File: src/rtl/lp805x_cken_div_pkg.sv
// rtl/lp805x_cken_div_pkg.sv - shared constants, request states and sel-to-mask helpers
// Holds the counter width, select width, reset select value, the request
// FSM encoding and the clamp / mask functions shared with the timer block.
package lp805x_cken_div_pkg;

  localparam int TOP_PRESCALER = 7;
  localparam int SEL_W         = 3;
  localparam int MASK_EXT_W    = TOP_PRESCALER + 1;

  localparam logic [SEL_W-1:0] SEL_MAX = SEL_W'(TOP_PRESCALER);
  localparam logic [SEL_W-1:0] RST_SEL = SEL_W'(7);

  typedef enum logic {
    ST_IDLE    = 1'b0,
    ST_PENDING = 1'b1
  } req_state_t;

  // Indices above full speed are treated as full speed.
  function automatic logic [SEL_W-1:0] sel_clamp(input logic [SEL_W-1:0] sel);
    return (sel >= SEL_MAX) ? SEL_MAX : sel;
  endfunction

  // mask = 2^(TOP_PRESCALER - sel) - 1; built one bit wider so the
  // sel = 0 case (all ones) does not overflow before the subtract.
  function automatic logic [TOP_PRESCALER-1:0] sel_to_mask(input logic [SEL_W-1:0] sel);
    logic [SEL_W-1:0]      shamt;
    logic [MASK_EXT_W-1:0] span;
    logic [MASK_EXT_W-1:0] full;
    shamt = SEL_MAX - sel_clamp(sel);
    span  = MASK_EXT_W'(1) << shamt;
    full  = span - MASK_EXT_W'(1);
    return full[TOP_PRESCALER-1:0];
  endfunction

endpackage

File: src/rtl/lp805x_cken_mask.sv
// rtl/lp805x_cken_mask.sv - combinational decoder from frequency index to counter mask
// Ports:
//   sel  - frequency index (clamped to full speed internally)
//   mask - low-order counter bits that must all be set for an enable
module lp805x_cken_mask
  import lp805x_cken_div_pkg::*;
(
  input  logic [SEL_W-1:0]         sel,
  output logic [TOP_PRESCALER-1:0] mask
);

  assign mask = sel_to_mask(sel);

endmodule

File: src/rtl/lp805x_cken_div.sv
// rtl/lp805x_cken_div.sv - programmable clock-enable divider with boundary-aligned switching
// Ports:
//   clk, rst     - system clock, asynchronous active-high reset
//   sel_in       - requested frequency index from the scheduler
//   sel_load     - one-cycle strobe capturing sel_in as a request
//   hold         - suppresses clk_en without disturbing counting or switching
//   clk_en       - registered enable strobe, period 2^(TOP_PRESCALER - cur_sel)
//   cur_sel      - index currently in force
//   pending      - a request is captured and waiting for the boundary
//   switch_done  - one-cycle pulse when a new index takes effect
//   frame_tick   - one-cycle pulse per counter wrap
module lp805x_cken_div
  import lp805x_cken_div_pkg::*;
(
  input  logic             clk,
  input  logic             rst,
  input  logic [SEL_W-1:0] sel_in,
  input  logic             sel_load,
  input  logic             hold,
  output logic             clk_en,
  output logic [SEL_W-1:0] cur_sel,
  output logic             pending,
  output logic             switch_done,
  output logic             frame_tick
);

  logic [TOP_PRESCALER-1:0] cnt;
  logic [TOP_PRESCALER-1:0] mask;
  logic                     boundary;
  logic [SEL_W-1:0]         sel_in_c;

  req_state_t       state_q;
  req_state_t       state_d;
  logic [SEL_W-1:0] pend_sel_q;
  logic [SEL_W-1:0] pend_sel_d;
  logic [SEL_W-1:0] cur_sel_d;
  logic             switch_d;

  // Switching only ever happens at the all-ones count: every mask is
  // satisfied there, so the old and new periods meet without a glitch.
  assign boundary = &cnt;
  assign sel_in_c = sel_clamp(sel_in);
  assign pending  = (state_q == ST_PENDING);

  lp805x_cken_mask u_mask (
    .sel  (cur_sel),
    .mask (mask)
  );

  always_ff @(posedge clk or posedge rst) begin
    if (rst) begin
      cnt        <= '0;
      clk_en     <= 1'b0;
      frame_tick <= 1'b0;
    end else begin
      cnt        <= cnt + TOP_PRESCALER'(1);
      clk_en     <= !hold && ((cnt & mask) == mask);
      frame_tick <= boundary;
    end
  end

  // Request FSM: state register.
  always_ff @(posedge clk or posedge rst) begin
    if (rst) begin
      state_q     <= ST_IDLE;
      cur_sel     <= RST_SEL;
      pend_sel_q  <= RST_SEL;
      switch_done <= 1'b0;
    end else begin
      state_q     <= state_d;
      cur_sel     <= cur_sel_d;
      pend_sel_q  <= pend_sel_d;
      switch_done <= switch_d;
    end
  end

  // Request FSM: next state. A load on the boundary bypasses PENDING.
  always_comb begin
    state_d = state_q;
    if (sel_load && boundary) begin
      state_d = ST_IDLE;
    end else if (sel_load) begin
      state_d = ST_PENDING;
    end else if ((state_q == ST_PENDING) && boundary) begin
      state_d = ST_IDLE;
    end
  end

  // Request FSM: outputs. A later load simply overwrites pend_sel.
  always_comb begin
    cur_sel_d  = cur_sel;
    pend_sel_d = pend_sel_q;
    switch_d   = 1'b0;
    if (sel_load && boundary) begin
      cur_sel_d = sel_in_c;
      switch_d  = 1'b1;
    end else if (sel_load) begin
      pend_sel_d = sel_in_c;
    end else if ((state_q == ST_PENDING) && boundary) begin
      cur_sel_d = pend_sel_q;
      switch_d  = 1'b1;
    end
  end

endmodule

File: config.mk
export PLATFORM = sky130hd
export DESIGN_NAME = lp805x_cken_div
export DESIGN_NICKNAME = d
export VERILOG_FILES = /design/src/rtl/lp805x_cken_div_pkg.sv /design/src/rtl/lp805x_cken_mask.sv /design/src/rtl/lp805x_cken_div.sv
export SDC_FILE = /design/constraint.sdc
export NUM_CORES = 1
export LEC_CHECK = 0
export CAP_MARGIN = 20
export CELL_PAD_IN_SITES_DETAIL_PLACEMENT = 0
export CELL_PAD_IN_SITES_GLOBAL_PLACEMENT = 1
export CORE_MARGIN = 5
export CORE_UTILIZATION = 38
export CTS_BUF_LIST = sky130_fd_sc_hd__clkbuf_8 sky130_fd_sc_hd__clkbuf_16
export DETAILED_ROUTE_END_ITERATION = 7
export DONT_BUFFER_PORTS = 1
export PLACE_DENSITY_LB_ADDON = 0.1
export SLEW_MARGIN = 40
export SYNTH_ARGS = -nofsm -noshare
export SYNTH_HDL_FRONTEND = slang
export SYNTH_SLANG_ARGS = --single-unit
File: constraint.sdc
create_clock -name clk -period 2.6 [get_ports clk]
set_clock_uncertainty 0.2 [all_clocks]
set_input_delay 0.26 -clock clk [delete_from_list [all_inputs] [get_ports clk]]
set_output_delay 0.26 -clock clk [all_outputs]
set_load 0.02 [all_outputs]
Word-level counts from Yosys, hierarchy flattened:

Index checks and enable logic that the tools add are counted.

* div/mod/pow operators: 0
* equal/unequal tests: 2
* magnitude comparators: 2
* reduce and logical (&&, ||, !) cells: 9
* shift operators: 1
* muxes and demuxes: 11
* bitwise gates (word level): 2
* multiply operators: 0
* $add $sub $neg: 3

Operator list (count)
* 2-to-1 mux 3 bit: 5
* adder 7 x 1 -> 7 bit, second input constant: 1
* bitwise AND 7 bit: 1
* == test 7 bit: 1
* AND reduction 7 bit: 1
* << shifter 1 x 3 -> 7 bit, first input constant: 1
* subtractor 7 x 1 -> 7 bit, second input constant: 1
* greater-or-equal comparator 3 bit, second input constant: 2
* 2-to-1 mux 1 bit: 6
* AND reduction 2 bit: 2
* logical AND 1 bit: 3
* nonzero test 3 bit: 1
* subtractor 3 bit, first input constant: 1
* != test 2 x 1 -> 1 bit, second input constant: 1
* nonzero test 2 bit: 1
* zero test 1 bit: 1
* NOT 1 bit: 1

* memory bits (writable): 0
* bits in latches: 0
* ROM bits: 0
* register bits after elaboration: 17
* logic and storage cells: 37
* memories kept: 0
* input port bits: 7
* output and inout port bits: 7

Longest topological paths before layout:

* depth in word-level cells: 8
* mapped depth: 6
* gate-level depth less buffers: 5

Cells and area by module:

A second synthesis with hierarchy kept.

* cell total of the unflattened synthesis: 76
* area, all modules: 814.5 um2

Modules (own cells, without submodules)
* lp805x_cken_div: cells an instance 69, sequential area each 432.9 um2, times used 1, area an instance 783.3 um2
* lp805x_cken_mask: cells an instance 7, sequential area each 0.0 um2, times used 1, area an instance 31.3 um2

Worst setup path after synthesis:

No wires, ideal clock.

* kind: register to register
* from: register cur_sel[2]
* to: register clk_en
* slack: 0.449 ns
* required time: 2.280 ns
* library setup time: 0.120 ns
* cell stages (with the launch flop): 7
* arrival time: 1.831 ns
* clock period less this slack: 2.151 ns
* buffers on the path: 1
* path through: dfstp_2 -> clkbuf_1 -> nand3_1 -> ha_1 -> xnor2_1 -> or4_1 -> and4_1

* cells in the longest elaborated chain, start to end: 8

RTL lines
* from (decl): RTL line lp805x_cken_div.sv:21 `output logic [SEL_W-1:0] cur_sel,`
* from (signal assigned): RTL line lp805x_cken_div.sv:71 `cur_sel <= cur_sel_d;`
* greater-or-equal comparator 3 bit: RTL line lp805x_cken_div_pkg.sv:20 `return (sel >= SEL_MAX) ? SEL_MAX : sel;`
* 2-to-1 mux 3 bit *: RTL line lp805x_cken_div_pkg.sv:20
* subtractor 3 bit *: RTL line lp805x_cken_div_pkg.sv:29 `shamt = SEL_MAX - sel_clamp(sel);`
* << shifter 1 x 3 -> 7 bit *: RTL line lp805x_cken_div_pkg.sv:30 `span = MASK_EXT_W'(1) << shamt;`
* subtractor 7 x 1 -> 7 bit *: RTL line lp805x_cken_div_pkg.sv:31 `full = span - MASK_EXT_W'(1);`
* bitwise AND 7 bit: RTL line lp805x_cken_div.sv:57 `clk_en <= !hold && ((cnt & mask) == mask);`
* == test 7 bit *: RTL line lp805x_cken_div.sv:57
* logical AND 1 bit *: RTL line lp805x_cken_div.sv:57
* to (signal assigned): RTL line lp805x_cken_div.sv:57
* to (decl): RTL line lp805x_cken_div.sv:20 `output logic clk_en,`

Mark *: on every way between the ends. The rest lies on a longest branch, timed or not.
A chain may end at the register's enable or synchronous reset.

Worst setup path after layout:

Ends and elaborated chain as after synthesis.

==> results.py <==
metrics = {
    "timing": {
        "slew_headroom_pct": 54.8,
        "setup_viol_count_final": 0,
        "slew_violations": 0,
        "fin_crit_sh_pct": 79.8,
        "hold_violations": 0,
        "period_minus_slack_ns": 2.08,
        "rsz0062_at_grt": "false",
        "fmax_mhz": 482,
        "worst_slew_pin_slew_ns": 0.678,
        "fin_tns_setup_ns": 0,
    },
    "worst_setup_path": {
        "rrSetupSlack_ns": 0.52,
        "cp-end-kind": "register",
        "rr_startpoint": "cur_sel[2]",
        "crit_fanout": 11,
        "startpoint_type": "register",
        "crit_start": "cur_sel[2]",
        "critPathArrivalTime_ns": 2.02,
        "crit_type": "reg -> reg",
        "cp.required_ns": 2.54,
        "r2r-end": "clk_en",
        "rr_worst_depth": 5,
        "crit_end": "clk_en",
    },
    "floorplanning": {
        "initial_core_util_pct": 39.3,
        "core_um2": 2170,
        "die_area_um2": 3290,
        "pin_count": 14,
        "dieHeight_um": 57.4,
        "rows": 17,
        "die_width_um": 57.4,
    },
    "layout": {
        "utilization_pct": 45.1,
        "drive_gt1_share_pct": 20.2,
        "area_delta_synth_final_pct": 14.7,
        "antenna-diode-count": 0,
        "n_fill_cell": 220,
        "fin_nets": 94,
    },
    "global_routing": {
        "grt_remaining_overflow": 0,
        "grt_use_total_pct": 11.7,
        "grt_pass1_vias": 630,
        "grt_max_degree": 18,
        "grt_pass1_wl_um": 2920,
        "antenna_found_initial": 0,
    },
    "logic_synthesis": {
        "seq_area_frac_synth_pct": 50.7,
        "netlist_area_um2": 853,
        "syn_avg_cell_area_um2": 11.1,
        "yosysWarnings": 0,
        "netlist_instances": 77,
        "synth_cell_types": 31,
        "synth-seq-cells": 17,
        "syn_nets": 86,
    },
    "placement": {
        "port_buffers": 0,
        "hpwl_um": 1190,
        "gp_congestion": 0.718,
    },
    "cts": {
        "cts_tree": "yes",
        "htreeDepth": 1,
        "cts_buffer_depth": 2,
        "clk_pin_slew_ns": 0.07,
        "cts_root_buf": "clkbuf_8",
        "cts.sinks": 17,
        "postCtsHoldBufs": 5,
        "cts_resized": 0,
        "cts_buffers": 3,
        "post-cts-setup-buffers": 0,
        "clk_latency_ns": 0.25,
    },
    "flow_run": {
        "maxCapViolCount": 0,
    },
    "hold_path": {
        "hold_path.class": "in -> reg",
    },
    "drt": {
        "drc_errors": 0,
        "drt-initial-drc-count": 6,
        "wl_um": 1690,
        "wl_per_cell_um": 15.1,
        "num_vias": 579,
        "ant_nets": 0,
        "routed_via_density": 5.17,
        "drt_pass1_iterations": 4,
    },
    "pwr": {
        "peakVddDrop_mv": 0.360,
        "powerDensity_nw_per_um2": 554,
        "report.power.total_w": 0.000542,
        "leakagePower_nw": 0.433,
    },
    "status": {
        "status": "finished, final reports clean",
    },
}
-- worst min-delay path by stage --
stage / start / end / slack, ns / cells after the start
after global routing: sel_in[1] / cur_sel[1] / 0.03 / 2
after detailed placement: rst / cnt[1] / 0.08 / 1
final: sel_in[1] / cur_sel[1] / 0.01 / 2
after CTS: sel_in[1] / cur_sel[1] / 0.005 / 2
after floorplan: rst / clk_en / -0.02 / 1
after global placement: rst / cnt[4] / 0.08 / 1
-- worst max-delay path: stages (launching register included) --
cell,delay (ns)
dfstp_2,0.70
nand3_1,0.12
ha_1,0.25
xnor2_1,0.13
or4_1,0.38
and4_1,0.18
-- layer usage --
metal | track usage [%] | share of wire (%) | up-vias
li1 | - | - | 286
met1 | 13.3 | 41 | 279
met2 | 19.7 | 51 | 12
met3 | 5.66 | 6.3 | 2
met4 | 2.98 | 0.71 | 0
met5 | 0 | 0 | -
-- cells in the mapped netlist --
library cell | n | area (µm²)
a2111o_1 | 2 | 22.5
a21oi_1 | 3 | 15.0
and2_1 | 2 | 12.5
and2b_2 | 1 | 8.76
and3_1 | 1 | 6.26
and3b_1 | 1 | 8.76
and4_1 | 1 | 8.76
and4b_1 | 1 | 10.0
buf_2 | 1 | 5.00
clkbuf_1 | 1 | 3.75
dfrtp_1 | 11 | 275
dfstp_2 | 6 | 158
ha_1 | 2 | 25.0
inv_1 | 4 | 15.0
mux2_2 | 3 | 33.8
mux2i_1 | 1 | 10.0
nand2_1 | 3 | 11.3
nand3_1 | 3 | 15.0
nand3_2 | 1 | 10.0
nand3_4 | 1 | 17.5
nand3b_1 | 4 | 30.0
nor2_1 | 5 | 18.8
nor3_1 | 5 | 25.0
nor4_1 | 1 | 6.26
o21ai_0 | 1 | 5.00
o21bai_1 | 2 | 15.0
o22ai_1 | 2 | 12.5
or2_4 | 1 | 8.76
or4_1 | 1 | 7.51
xnor2_1 | 4 | 35.0
xor2_1 | 2 | 17.5
-- layout by cell type, fill, tap and decap left out, types with 2 or more instances in the layout --
master,Yosys,final
xnor2_1,4,4
a2111o_1,2,2
dlygate4sd3_1,0,5
clkbuf_8,0,3
dfrtp_1,11,11
and2_1,2,2
nand3b_1,4,4
nand2_1,3,3
ha_1,2,2
nor2_1,5,5
o22ai_1,2,2
xor2_1,2,2
nand3_1,3,3
mux2_2,3,3
inv_1,4,4
o21bai_1,2,2
a21oi_1,3,3
nor3_1,5,5
dfstp_2,6,6
-- layout make-up --
class	instances	area, µm²	share of cell area, %
Timing Repair Buffer	5	50.0	5.12
Tap cell	28	35.0	3.58
Sequential cell	17	433	44.2
Clock inverter	1	7.51	0.767
Inverter	4	15.0	1.53
Multi-Input combinational cell	54	397	40.5
Clock buffer	3	41.3	4.22
-- state kept, by name, indices dropped and copies added (netlist names) --
name         flops
frame_tick       1
pending          1
cur_sel          3
switch_done      1
clk_en           1
pend_sel_q       3
cnt              7
-- where the power goes --
part | switching (W) | internal (W) | leakage (nW)
clock network | 0.0000931 | 0.000108 | 0.0217
logic | 0.0000170 | 0.0000256 | 0.214
registers | 0.0000183 | 0.000280 | 0.197
total | 0.000128 | 0.000414 | 0.433
-- kinds of logic (layout without fill, tap and decap cells) --
logic type	after synthesis	count (layout)	share of synthesized area, %
DFF	17	17	50.7
buffers and inverters	6	13	2.78
AOI/OAI and AO/OA	10	10	8.21
adders and majority gates	2	2	2.93
muxes	4	4	5.13
and+or+nand+nor	32	32	24.0
xor gates and xnor gates	6	6	6.16
-- metrics by stage --
step	hold slack, ns	setup slack [ns]	instances	instance area [µm²]
5_1_grt	0.0285	0.403	112	978
4_1_cts	0.00515	0.523	112	978
6_report	0.0104	0.525	112	978
2_1_floorplan	-0.0183	0.449	77	853
3_3_place_gp	0.0782	0.578	103	880
3_5_place_dp	0.0830	0.546	103	880
(Power assumes the default switching activity.)
